<file path="src/rtl/amstrad_video_pkg.sv">
// Shared video address mapping, word geometry and byte-lane selection.
package amstrad_video_pkg;

  // Bytes per VRAM word.
  function automatic int nbytes_of(int word_w);
    return word_w / 8;
  endfunction

  // Right shift from byte address to word address (16b words are the base unit).
  function automatic int addr_shift(int word_w);
    return $clog2(word_w / 16);
  endfunction

  // VRAM word-address width.
  function automatic int aw_of(int word_w, int bank_w);
    return 15 + bank_w - addr_shift(word_w);
  endfunction

  // Lane index width, at least one bit.
  function automatic int lane_w_of(int word_w);
    return (nbytes_of(word_w) > 2) ? $clog2(nbytes_of(word_w)) : 1;
  endfunction

  // CRTC to byte address: {vbank, ma[13:12], ra[2:0], ma[9:0]}; bank bits masked to bank_w.
  function automatic logic [22:0] byte_addr(logic [7:0] vbank, int bank_w,
                                            logic [13:0] ma, logic [4:0] ra);
    logic [22:0] a;
    logic [7:0]  mask;
    mask      = 8'((1 << bank_w) - 1);
    a         = {8'h00, ma[13:12], ra[2:0], ma[9:0]};
    a[22:15]  = vbank & mask;
    return a;
  endfunction

  // Pick logical byte lane idx out of a word; msb_first maps lane 0 to the top byte.
  function automatic logic [7:0] lane_pick(logic [63:0] word, int idx, int nbytes,
                                           bit msb_first);
    int phys;
    phys = msb_first ? (nbytes - 1 - idx) : idx;
    return word[8*phys +: 8];
  endfunction

endpackage

</file>
<file path="src/rtl/amstrad_lane_mux.sv">
// WORD_W-to-8 byte lane selector.
module amstrad_lane_mux
  import amstrad_video_pkg::*;
#(
  parameter int WORD_W         = 16,
  parameter int LANE_MSB_FIRST = 0
) (
  input  logic [WORD_W-1:0]            word,
  input  logic [lane_w_of(WORD_W)-1:0] sel,
  output logic [7:0]                   q
);

  assign q = lane_pick(64'(word), int'(sel), nbytes_of(WORD_W), LANE_MSB_FIRST != 0);

endmodule

</file>
<file path="src/rtl/amstrad_vram_fetch.sv">
// Gate-array video fetch: VRAM address generation and per-CAS byte delivery,
// with an optional one-lane byte shift carried across words.
module amstrad_vram_fetch
  import amstrad_video_pkg::*;
#(
  parameter int WORD_W         = 16,
  parameter int BANK_W         = 0,
  parameter int LANE_MSB_FIRST = 0
) (
  input  logic                                  clk,
  input  logic                                  reset,
  input  logic                                  cpu_n,
  input  logic                                  ras_n,
  input  logic                                  cas_n,
  input  logic [13:0]                           crtc_ma,
  input  logic [4:0]                            crtc_ra,
  input  logic [((BANK_W > 0) ? BANK_W : 1)-1:0] vbank,
  input  logic                                  de,
  input  logic                                  shift_en,
  input  logic [WORD_W-1:0]                     vram_din,
  output logic [aw_of(WORD_W, BANK_W)-1:0]      vram_addr,
  output logic [7:0]                            vram_d,
  output logic [lane_w_of(WORD_W)-1:0]          lane,
  output logic                                  byte_stb
);

  localparam int NBYTES = nbytes_of(WORD_W);
  localparam int AW     = aw_of(WORD_W, BANK_W);
  localparam int LW     = lane_w_of(WORD_W);
  localparam int SH     = addr_shift(WORD_W);
  localparam logic [LW-1:0] LANE_MAX = LW'(NBYTES - 1);

  logic          cas_q;
  logic [7:0]    carry_q;
  logic          cas_rise;
  logic          capture;
  logic [7:0]    cur_byte;
  logic [7:0]    prev_byte;
  logic [LW-1:0] prev_lane;
  logic [7:0]    vbank8;
  logic [22:0]   baddr;

  assign vbank8    = 8'(vbank);
  assign baddr     = byte_addr(vbank8, BANK_W, crtc_ma, crtc_ra);
  assign cas_rise  = ~cas_q & cas_n;
  assign capture   = cpu_n & ~ras_n & ~cas_n;
  // lane-1 wraps at lane 0; that output is unused there (carry is taken instead).
  assign prev_lane = lane - LW'(1);

  amstrad_lane_mux #(.WORD_W(WORD_W), .LANE_MSB_FIRST(LANE_MSB_FIRST)) u_mux_cur (
    .word(vram_din), .sel(lane), .q(cur_byte)
  );

  amstrad_lane_mux #(.WORD_W(WORD_W), .LANE_MSB_FIRST(LANE_MSB_FIRST)) u_mux_prev (
    .word(vram_din), .sel(prev_lane), .q(prev_byte)
  );

  // CAS delay flop for rising-edge detection; idles high.
  always_ff @(posedge clk) begin
    if (reset) cas_q <= 1'b1;
    else       cas_q <= cas_n;
  end

  // Word address follows the CRTC during video slots, frozen during CPU slots.
  always_ff @(posedge clk) begin
    if (reset)      vram_addr <= '0;
    else if (cpu_n) vram_addr <= AW'(baddr >> SH);
  end

  // Lane counter: cleared in CPU slots, steps on each CAS rise, saturates at the top lane.
  always_ff @(posedge clk) begin
    if (reset)                                              lane <= '0;
    else if (!cpu_n)                                        lane <= '0;
    else if (cas_rise && !ras_n && lane != LANE_MAX)        lane <= lane + LW'(1);
  end

  // Byte capture; in shift mode the last lane is saved (blanked outside DE) for the next word.
  always_ff @(posedge clk) begin
    if (reset) begin
      vram_d   <= 8'h00;
      byte_stb <= 1'b0;
      carry_q  <= 8'h00;
    end else begin
      byte_stb <= capture;
      if (capture) begin
        if (!shift_en)       vram_d <= cur_byte;
        else if (lane == '0) vram_d <= carry_q;
        else                 vram_d <= prev_byte;
        if (shift_en && lane == LANE_MAX) carry_q <= de ? cur_byte : 8'h00;
      end
    end
  end

endmodule

</file>
<file path="config.mk">
export PLATFORM = sky130hd
export DESIGN_NAME = amstrad_vram_fetch
export DESIGN_NICKNAME = d
export VERILOG_FILES = /design/src/rtl/amstrad_video_pkg.sv /design/src/rtl/amstrad_lane_mux.sv /design/src/rtl/amstrad_vram_fetch.sv
export SDC_FILE = /design/constraint.sdc
export NUM_CORES = 1
export LEC_CHECK = 0
export ABC_AREA = 1
export BUFFER_PORTS_ARGS = -buffer_cell sky130_fd_sc_hd__buf_2
export CORE_UTILIZATION = 40
export DETAILED_ROUTE_END_ITERATION = 8
export PLACE_DENSITY = 0.68
export SLEW_MARGIN = 40
export SYNTH_ARGS = -nofsm -noshare
export SYNTH_HDL_FRONTEND = slang
export SYNTH_SLANG_ARGS = --single-unit
</file>
<file path="constraint.sdc">
create_clock -name clk -period 2.2 [get_ports clk]
set_clock_uncertainty 0.1 [all_clocks]
set_input_delay 0 -clock clk [delete_from_list [all_inputs] [get_ports clk]]
set_output_delay 0 -clock clk [all_outputs]
set_load 0.005 [all_outputs]
</file>
==> flow_metrics.py <==
metrics = {
    "outcome": {
        "status": "complete, no violations",
    },
    "timing": {
        "period_share": 0.699,
        "final-max-slew-violation-count": 0,
        "finalSetupViolations": 0,
        "period_needed_ps": 1540,
        "max_freq_mhz": 650,
        "fin_tns_setup_ps": 0,
        "grt_setup_unrepaired": "no",
        "setup_ws_ps": 661,
        "max_slew_margin": 0.674,
        "tightestPinTransition_ps": 488,
        "hold_violations": 0,
    },
    "power_and_ir_drop": {
        "seqPwrFrac": 0.510,
        "p_sw_mw": 0.338,
        "ir_worst_vdd_mv": 0.367,
        "power_density_nw_per_um2": 573,
        "leakage_nw": 1.29,
        "power_frac_comb": 0.153,
        "sw_frac_of_total": 0.263,
        "p_int_mw": 0.950,
        "pwr-share-clk": 0.337,
    },
    "setup_path": {
        "worstPathRequired_ps": 2320,
        "worst_setup_path_start_kind": "input pin",
        "r2r_slack_ps": 870,
        "crit_fanout": 18,
        "crit_chain": "dlygate4sd3_1 -> buf_2 -> inv_1 -> buf_4 -> o21ai_0 -> nor2_1",
        "cp-end-kind": "flop",
        "cp.arrival_ps": 1660,
        "rr_worst_depth": 6,
        "critPathLaunch": "reset",
        "critPathKind": "input pin to flop",
        "cpPeakStageDelay_ps": 540,
        "r2r_start": "lane",
        "endpoint": "vram_addr[7]",
        "r2r-end": "vram_d[4]",
        "cpMaxStageDelayCell": "dlygate4sd3_1",
    },
    "grt": {
        "antenna_found_initial": 0,
        "grt_usage": 0.202,
        "grt.overflow.total": 0,
        "grt_max_degree": 19,
        "grt_pass1_vias": 1537,
        "grt_pass1_wl_um": 6750,
    },
    "yosys": {
        "ys_ff_latch": 34,
        "yosys-top-cells-count": "nand2_1, nor2_1, inv_1",
        "synth_ff_type": "dfxtp_1",
        "synth_top_area_share": 0.407,
        "syn_area_per_cell_um2": 6.27,
        "synth_edf_count": 0,
        "synth_cell_types": 16,
        "synth.area.top_cells": "dfxtp_1, nand2_1, nor2_1",
        "synth.most_common_cell": "nand2_1",
        "ys_async_sr_fraction": 0,
        "synth_largest_area_cell": "dfxtp_1",
        "syn-cell-area_um2": 1670,
        "yosysWarnings": 0,
        "synthCells": 267,
        "ys_seq_area_frac": 0.407,
        "syn-num-nets": 310,
    },
    "routing": {
        "wl_per_cell_um": 10.7,
        "antenna_left": 0,
        "drc": 0,
        "vias": 1825,
        "dr.first_iter.drc_count": 65,
        "dr.pass1.iters": 4,
        "wl_um": 4220,
        "viasPerCell": 4.63,
    },
    "clocking": {
        "cts_setup_buffers": 0,
        "clkLatencyLatePin_ps": 280,
        "cts_tree": "done",
        "clk_pin_slew_worst_paths_ps": 70,
        "cts.sinks": 34,
        "cts_buffers": 5,
        "root_buffer": "clkbuf_8",
        "cts.path.max_buffers": 2,
        "cts_max_level": 2,
    },
    "die": {
        "core_area_um2": 4000,
        "die_x_um": 66.7,
        "num_io_pins": 68,
        "die_height_um": 66.7,
        "die_area_um2": 4440,
        "start_util": 0.418,
        "rows": 23,
    },
    "placed_design": {
        "place_congestion": 0.775,
        "port_buffers": 62,
        "hpwlAfterDp_um": 2760,
        "post-place-ws_ps": 860,
    },
    "job": {
        "maxCapViolations": 0,
    },
    "finish": {
        "syn_to_final_growth_pct": 34.4,
        "layout.nets": 387,
        "n_antenna_cell": 0,
        "fillers": 413,
        "final_layout_size_suffix_gt1_frac": 0.218,
    },
    "hold_path": {
        "hold_path_class": "input pin to flop",
    },
}
## critical path, delay by kind of cell
| family | cells | cell delay, ps |
|---|---|---|
| compound gates | 1 | 120 |
| buf+inv | 4 | 1410 |
| simple gates | 1 | 130 |
## worst min-delay path by stage
stage                     start           end  slack (ps)  cells after the start
floorplan            crtc_ma[9]  vram_addr[9]          30                      2
global placement     crtc_ma[7]  vram_addr[7]         120                      3
detailed placement   crtc_ma[6]  vram_addr[6]         130                      3
CTS                 vram_din[6]     vram_d[6]          10                      7
global route              ras_n          lane          50                      3
finish              vram_din[6]     vram_d[6]           7                      7
## cell families (layout without fill, tap and decap cells)
kind of cell	Yosys count	after routing	synth area share
simple gates	159	159	0.396
flops	34	34	0.407
buf+inv	50	127	0.124
compound gates	24	24	0.0733
## timing repair
action / in CTS / in global routing
hold buffers: 17 / 0
gates resized for setup: 0 / 0
hold endpoints to repair: 20 / 0
## power groups by stage
stage | sequential, mW | combinational (mW) | clock, mW
2_1_floorplan | 0.674 | 0.0895 | 0
3_3_place_gp | 0.670 | 0.170 | 0
3_5_place_dp | 0.671 | 0.173 | 0
4_1_cts | 0.657 | 0.197 | 0.455
5_1_grt | 0.661 | 0.224 | 0.480
6_report | 0.657 | 0.197 | 0.434
## registers in the layout, indices dropped and copies added, names as in the netlist
name and count:
vram_addr 15, cas_q 1, byte_stb 1, carry_q 8
vram_d 8, lane 1
## stage by stage
step                hold WS (ps)  instances  area, um2   util  power, mW
floorplan                   34.9        267       1670      -      0.763
global placement             123        370       2000  0.500      0.840
global route                51.4        394       2250  0.562       1.36
detailed placement           129        370       2000  0.500      0.843
finish                      7.49        394       2250  0.562       1.29
CTS                         12.1        394       2250  0.562       1.31
## routing by layer
layer | vias up | track usage | routed length, um | share of wire
li1 | 957 | - | - | -
met1 | 823 | 0.245 | 1870 | 0.44
met2 | 39 | 0.338 | 2110 | 0.50
met3 | 6 | 0.0514 | 175 | 0.041
met4 | 0 | 0.0745 | 59 | 0.014
met5 | - | 0 | 0 | 0
## cell type report
class	instances	area [um2]	area share
Multi-Input combinational cell	183	785	0.349
Sequential cell	34	681	0.303
Timing Repair Buffer	81	495	0.220
Inverter	39	146	0.0651
Clock buffer	5	68.8	0.0306
Tap cell	50	62.6	0.0278
Clock inverter	2	10.0	0.00445
## cell usage in the layout (no fill, tap or decap)
cell type and instances:
nand3_4 1, inv_1 38, nor2_1 56, nand2_1 75, inv_2 1, o21a_1 1
buf_4 2, nand3_1 24, nor3_1 1, clkbuf_8 5, nor3_4 1, dfxtp_1 34
buf_2 62, clkinv_2 2, nor2_4 1, o21ai_0 23, dlygate4sd3_1 17
Note: power is estimated with default switching activity, not from simulation.
